## src/rtl/fp_pkg.sv

```systemverilog
// Shared width helpers for the fixed-point adder.
package fp_pkg;

  function automatic int max2(input int x, input int y);
    return (x > y) ? x : y;
  endfunction

  function automatic int max3(input int x, input int y, input int z);
    return max2(max2(x, y), z);
  endfunction

  // Fraction bits of the common aligned format.
  function automatic int frac_width(input int f1, input int f2, input int f3);
    return max3(f1, f2, f3);
  endfunction

  // Integer bits of the aligned sum. This covers both operands plus two guard bits.
  // i3 is also included so the output limits always fit the word when i3 > max(i1,i2).
  function automatic int int_width(input int i1, input int i2, input int i3);
    return max3(i1, i2, i3) + 2;
  endfunction

  function automatic int sum_width(input int i1, input int f1, input int i2,
                                   input int f2, input int i3, input int f3);
    return int_width(i1, i2, i3) + frac_width(f1, f2, f3);
  endfunction

endpackage

```

## src/rtl/fp_sat.sv

```systemverilog
// Saturates an aligned signed sum into Q(i3.f3) and flags out-of-range results.
module fp_sat
  import fp_pkg::*;
#(
  parameter int i3    = 2,
  parameter int f3    = 14,
  parameter int frac  = 14,
  parameter int width = 18
) (
  input  logic signed [width-1:0] sum,
  input  logic                    sign,
  output logic [i3+f3-1:0]        c,
  output logic                    overflow,
  output logic                    underflow
);

  localparam int SHIFT = frac - f3;
  localparam logic signed [width-1:0] ONE  = width'(1);
  localparam logic signed [width-1:0] ZERO = '0;
  // Format limits expressed in the aligned (frac fraction bits) domain.
  localparam logic signed [width-1:0] UMAX = ((ONE <<< (i3 + f3)) - ONE) <<< SHIFT;
  localparam logic signed [width-1:0] SMAX = ((ONE <<< (i3 + f3 - 1)) - ONE) <<< SHIFT;
  localparam logic signed [width-1:0] SMIN = ZERO - (ONE <<< (i3 + frac - 1));

  logic [i3+f3-1:0] in_range;

  // Dropping the LSBs of a two's complement word rounds toward negative infinity.
  assign in_range = sum[SHIFT +: i3+f3];

  // Compare the exact sum against the selected format limits and clamp.
  always_comb begin
    c         = in_range;
    overflow  = 1'b0;
    underflow = 1'b0;
    if (sign) begin
      if (sum > SMAX) begin
        c        = {1'b0, {(i3+f3-1){1'b1}}};
        overflow = 1'b1;
      end else if (sum < SMIN) begin
        c         = {1'b1, {(i3+f3-1){1'b0}}};
        underflow = 1'b1;
      end
    end else begin
      if (sum > UMAX) begin
        c        = '1;
        overflow = 1'b1;
      end else if (sum < ZERO) begin
        c         = '0;
        underflow = 1'b1;
      end
    end
  end

endmodule

```

## src/rtl/fp_add.sv

```systemverilog
// Registered fixed-point adder: Q(i1.f1) + Q(i2.f2) -> saturated Q(i3.f3).
module fp_add
  import fp_pkg::*;
#(
  parameter int i1 = 2,
  parameter int f1 = 14,
  parameter int i2 = 2,
  parameter int f2 = 14,
  parameter int i3 = 2,
  parameter int f3 = 14
) (
  input  logic             clk,
  input  logic             rst,
  input  logic             in_valid,
  input  logic [i1+f1-1:0] a,
  input  logic             s1,
  input  logic [i2+f2-1:0] b,
  input  logic             s2,
  output logic             out_valid,
  output logic [i3+f3-1:0] c,
  output logic             sign,
  output logic             overflow,
  output logic             underflow
);

  localparam int F = frac_width(f1, f2, f3);
  localparam int W = sum_width(i1, f1, i2, f2, i3, f3);

  logic signed [W-1:0] a_ext, b_ext, sum;
  logic [i3+f3-1:0]    c_sat;
  logic                sign_sel, ovf_sat, unf_sat;

  // Extend each operand by its own signedness, then zero-fill the fraction to F bits.
  always_comb begin
    if (s1) a_ext = W'($signed(a));
    else    a_ext = W'($unsigned(a));
    if (s2) b_ext = W'($signed(b));
    else    b_ext = W'($unsigned(b));
    a_ext    = a_ext <<< (F - f1);
    b_ext    = b_ext <<< (F - f2);
    sum      = a_ext + b_ext;
    sign_sel = s1 | s2;
  end

  fp_sat #(
    .i3   (i3),
    .f3   (f3),
    .frac (F),
    .width(W)
  ) u_sat (
    .sum      (sum),
    .sign     (sign_sel),
    .c        (c_sat),
    .overflow (ovf_sat),
    .underflow(unf_sat)
  );

  // Output register: capture on in_valid, otherwise hold results and drop out_valid.
  always_ff @(posedge clk) begin
    if (rst) begin
      out_valid <= 1'b0;
      c         <= '0;
      sign      <= 1'b0;
      overflow  <= 1'b0;
      underflow <= 1'b0;
    end else begin
      out_valid <= in_valid;
      if (in_valid) begin
        c         <= c_sat;
        sign      <= sign_sel;
        overflow  <= ovf_sat;
        underflow <= unf_sat;
      end
    end
  end

endmodule

```

## config.mk

```make
export PLATFORM = sky130hd
export DESIGN_NAME = fp_add
export DESIGN_NICKNAME = d
export VERILOG_FILES = /design/src/rtl/fp_pkg.sv /design/src/rtl/fp_sat.sv /design/src/rtl/fp_add.sv
export SDC_FILE = /design/constraint.sdc
export NUM_CORES = 1
export LEC_CHECK = 0
export BUFFER_PORTS_ARGS = -buffer_cell sky130_fd_sc_hd__buf_2
export CORE_MARGIN = 10
export CORE_UTILIZATION = 45
export DETAILED_ROUTE_END_ITERATION = 8
export GPL_ROUTABILITY_DRIVEN = 0
export GPL_TIMING_DRIVEN = 0
export PLACE_DENSITY = 0.76
export RECOVER_POWER = 25
export SETUP_SLACK_MARGIN = 0.3
export SYNTH_ARGS = -nofsm -noshare
export SYNTH_HDL_FRONTEND = slang
export SYNTH_SLANG_ARGS = --single-unit
```

## constraint.sdc

```tcl
create_clock -name clk -period 3.3 [get_ports clk]
set_input_delay 0.66 -clock clk [delete_from_list [all_inputs] [get_ports clk]]
set_output_delay 0.66 -clock clk [all_outputs]
set_load 0.01 [all_outputs]
```

After elaboration in Yosys (flattened, before gate mapping)
Index checks and enable logic that the tools add are counted.
{ "op_classes": {"addsub": 1, "magnitude_cmp": 4, "muxes": 15, "bitwise": 1} }
{ "op_table": {"columns": ["op", "count"], "rows": [
  ["$mux W16", 5],
  ["$mux W18", 2],
  ["$add A18 B18 Y18", 1],
  ["$gt A18 B16 Y1 const B", 1],
  ["$gt A18 B17 Y1 const B", 1],
  ["$lt A18 B1 Y1 const B", 1],
  ["$lt A18 B16 Y1 const B", 1],
  ["$mux W1", 8],
  ["$or A1 B1 Y1", 1]
]} }
{ "totals": {"reg_bits": 20, "out_inout_bits": 20} }

Logic depth before layout (Yosys ltp)
{ "logic_depth": {"depth_word": 6, "ltp_mapped": 11, "ltp_nobuf": 11} }

Cells and area by module
A second synthesis with hierarchy kept.
{ "hier_totals": {"hier_cells": 247, "hier_area_um2": 2028.2} }
{ "modules_own_cells": {"columns": ["module", "n_inst", "cells_per_inst", "area_per_inst_um2", "seq_area_each_um2"], "rows": [
  ["fp_add", 1, 182, 1594.0, 400.4],
  ["fp_sat", 1, 65, 434.2, 0.0]
]} }

Least setup slack after synthesis
Ideal clock, no wire load.
{ "synth_path": {"kind": "in2reg", "from": "input a[0]", "to": "register c[0]", "arrival_ns": 3.023, "slack_ns": 0.155, "path_stages": 11, "n_path_buf": 0, "cell_sequence": "ha_1 -> inv_1 -> fa_1 -> nand2b_1 -> a211o_1 -> a211o_1 -> a31o_2 -> nor3_2 -> a21o_2 -> a21boi_4 -> a221o_1"} }
{ "synth_between": {"elab_chain_len": 6} }
{ "synth_lines": {"columns": ["element", "line_no", "text"], "rows": [
  ["from (decl)", "fp_add.sv:15", "input logic [i1+f1-1:0] a,"],
  ["$mux W18 (*)", "fp_add.sv:35", "if (s1) a_ext = W'($signed(a));"],
  ["$add A18 B18 Y18 (*)", "fp_add.sv:41", "sum = a_ext + b_ext;"],
  ["$lt A18 B1 Y1 or $lt A18 B16 Y1 (tied branches)", "fp_sat.sv:47, fp_sat.sv:39", null],
  ["$mux W16 (on tied branches)", "fp_sat.sv:47, fp_sat.sv:39", null],
  ["$mux W16 (on tied branches)", "fp_sat.sv:44, fp_sat.sv:36", null],
  ["$mux W16 (*)", "fp_sat.sv:35", "if (sign) begin"],
  ["to (signal assigned)", "fp_add.sv:69", "c <= c_sat;"],
  ["to (decl)", "fp_add.sv:20", "output logic [i3+f3-1:0] c,"]
]} }
Every way passes the cells marked *; elsewhere a longest branch is shown, timed or not.
A chain may end at the register's enable or synchronous reset.

Worst setup path after layout
{ "layout_path": {"from": "input a[0]", "to": "register c[13]"} }
The elaborated chain is that of the path after synthesis.

==> run metrics <==
clock sinks 20; initial antenna violation count 0; CP cell instances buf_6, ha_4, inv_2, fa_2, nand2b_4, a211o_1, a211o_1, a31o_2, nor3_4, a21o_4, a21boi_4, a221o_1; Top delay family on crit path compound AO/OA/AOI/OAI gates; synth unique cells 44; GR peak layer met2; vias per cell 5.48; CP Class input port to flip-flop; area of the multi-input gates 1250 um^2; port bufs 54; synthesized net count 247; asr flop ratio synth 0%; Total Nets Final 309; Final min period 2.98 ns; number of buffers created by CTS 3; Synth Register Bits 20; vias in the first global route 1,595; clk buf depth 2; Yosys warning count 0; unrepaired setup endpoints after global routing true; min-delay worst type flip-flop to flip-flop; Final period util 90.4%; Die Area 6400 um^2; grt met2 use 20.7%; TritonCTS clock tree yes; WL/cell 14.0 um; leakage power 0.000934 uW; routed wire length 4190 um; die width 80.0 um; PwrDens 406 nW/um^2; core box area 3420 um^2; I/O pin count 57; Layout area overhead 29.4%; largest net degree at the start of global routing 13; clk_lat worst skew 0.30 ns; chip height 80.0 um; Initial Utilization 47.4%; 1st-pass router iterations 4; register area share after synthesis 24.7%; met1 Use GR 16.1%; pre-CTS setup slack -0.0347 ns; n_diodes 0; setup slack after layout 0.316 ns; Primary FF master, synth dfxtp_1; setup TNS 0 ns; endpoints failing setup 0; max incr delay on CP 0.34 ns; max-slew violation count 0; EDFF count, synth 0; CP max-delay cell a221o_1; outcome finished, final reports clean; first-pass GRT wire length 6870 um; GRT Total Usage 12.6%; cell count after placement 292; Max Cap Viol 0; Rows 21; Yosys top cell by area dfxtp_1; Fmax 335 MHz; Remaining DRCs 0; Synth top area share 24.7%; Critical Path Fanout Max 6; clock-pin slew on the worst setup and hold paths 0.10 ns; Peak VDD IR 0.000157 V; Worst-Margin Slew 0.645 ns; mapped cell area 1620 um^2; FF/Latch Area 400 um^2; Filler Cell Count 315; Worst Clk Skew 0 ns; Critical path buffers and inverters 2; cell mode on critical path a211o_1; Final HPWL DP 3360 um; Crit. End Element flip-flop; Post-Layout Cell Count 299; GRT overflow 0; top post-synthesis cells by area dfxtp_1 (25%), ha_1 (13%), a21oi_1 (6.2%); Final Hold Fails 0; Cells after Synth 192; worst rel slew slack 56.8%; clock root cell clkbuf_4; CP Data Required Time 3.50 ns; placed inst area 1980 um^2; ratio of cells with drive above 1 in the final layout 27.7%; Iter 0 DRT Violations 94; synthesized area per cell 8.43 um^2; hold buffer count at CTS 0; Worst setup SP type input port; design area 2100 um^2; DRT antenna net count 0; CP Data Arrival Time 3.18 ns; via count 1,640; met3 GRT Util 2.14%; CTS H-tree depth 1
-- worst paths after layout --
path,startpoint,end,slack (ns),cells past startpoint
setup / recovery,a[0],c[13],0.32,12
hold / removal,overflow,overflow,0.46,1
hold reg to reg,overflow,overflow,0.46,1
setup reg to reg,c[5],c[5],2.56,1
-- synth_stat cells (all sizes together) (4+ instances only) --
cell type,n
inv,9
a21o,8
dfxtp,20
nand2,8
xnor2,9
a21oi,20
nand3,4
nand2b,6
o21bai,4
ha,17
a221o,8
a211oi,9
and2,5
o21ai,12
nor2,18
-- cell families after synthesis --
family	synth area share, %
and+or+nand+nor	14.8
xor gates and xnor gates	6.49
DFF	24.7
buffers and inverters	2.78
adders and majority gates	14.4
AOI/OAI and AO/OA	36.8
-- metrics by stage --
stage / hold slack, ns / utilization [%] / power [uW]
after floorplan: 0.494 / - / 538
after global placement: 0.428 / 57.8 / 637
after CTS: 0.463 / 59.4 / 837
final: 0.462 / 61.4 / 852
after global routing: 0.495 / 61.4 / 910
after detailed placement: 0.438 / 57.8 / 643
-- power breakdown --
part           internal [uW]  total (uW)  switching [uW]
clock network            123         197            73.8
registers                276         294            17.2
logic                    161         361             200
-- cell usage in the layout (no fill, tap or decap), types with 9 or more instances in the layout --
cell and count:
clkbuf_1 12, xnor2_1 9, a21oi_1 19, o21ai_0 11, nor2_1 18, ha_1 16
dfxtp_1 20, buf_2 43
-- sequential cells by signal, summed over array words and instances, names as in the netlist --
| register | flops |
|---|---|
| sign | 1 |
| overflow | 1 |
| out_valid | 1 |
| c | 16 |
| underflow | 1 |
-- cell type report --
type / instances / share of cell area [%]
plain buffers: 3 / 0.537
repair buffers: 56 / 13.7
multi-input cells: 161 / 59.8
clock buffers: 3 / 1.07
well taps: 46 / 2.75
clock inverters: 1 / 1.43
inverters: 9 / 1.61
flip-flops and latches: 20 / 19.1
-- repair_timing --
action	in CTS	in global routing
resized for setup	0	10
buffers inserted	0	2
cloned	0	1
setup endpoints to repair	1	16
pin swaps	0	3
hold endpoints to repair	0	0
-- per-layer routing --
| metal | share of wire (%) | vias up | wire [um] |
|---|---|---|---|
| met5 | 0 | - | 0 |
| met4 | 1.1 | 0 | 47 |
| met3 | 5.8 | 5 | 245 |
| met2 | 45 | 40 | 1900 |
| met1 | 48 | 750 | 2000 |
| li1 | - | 845 | - |
Note: power is estimated with default switching activity, not from simulation.
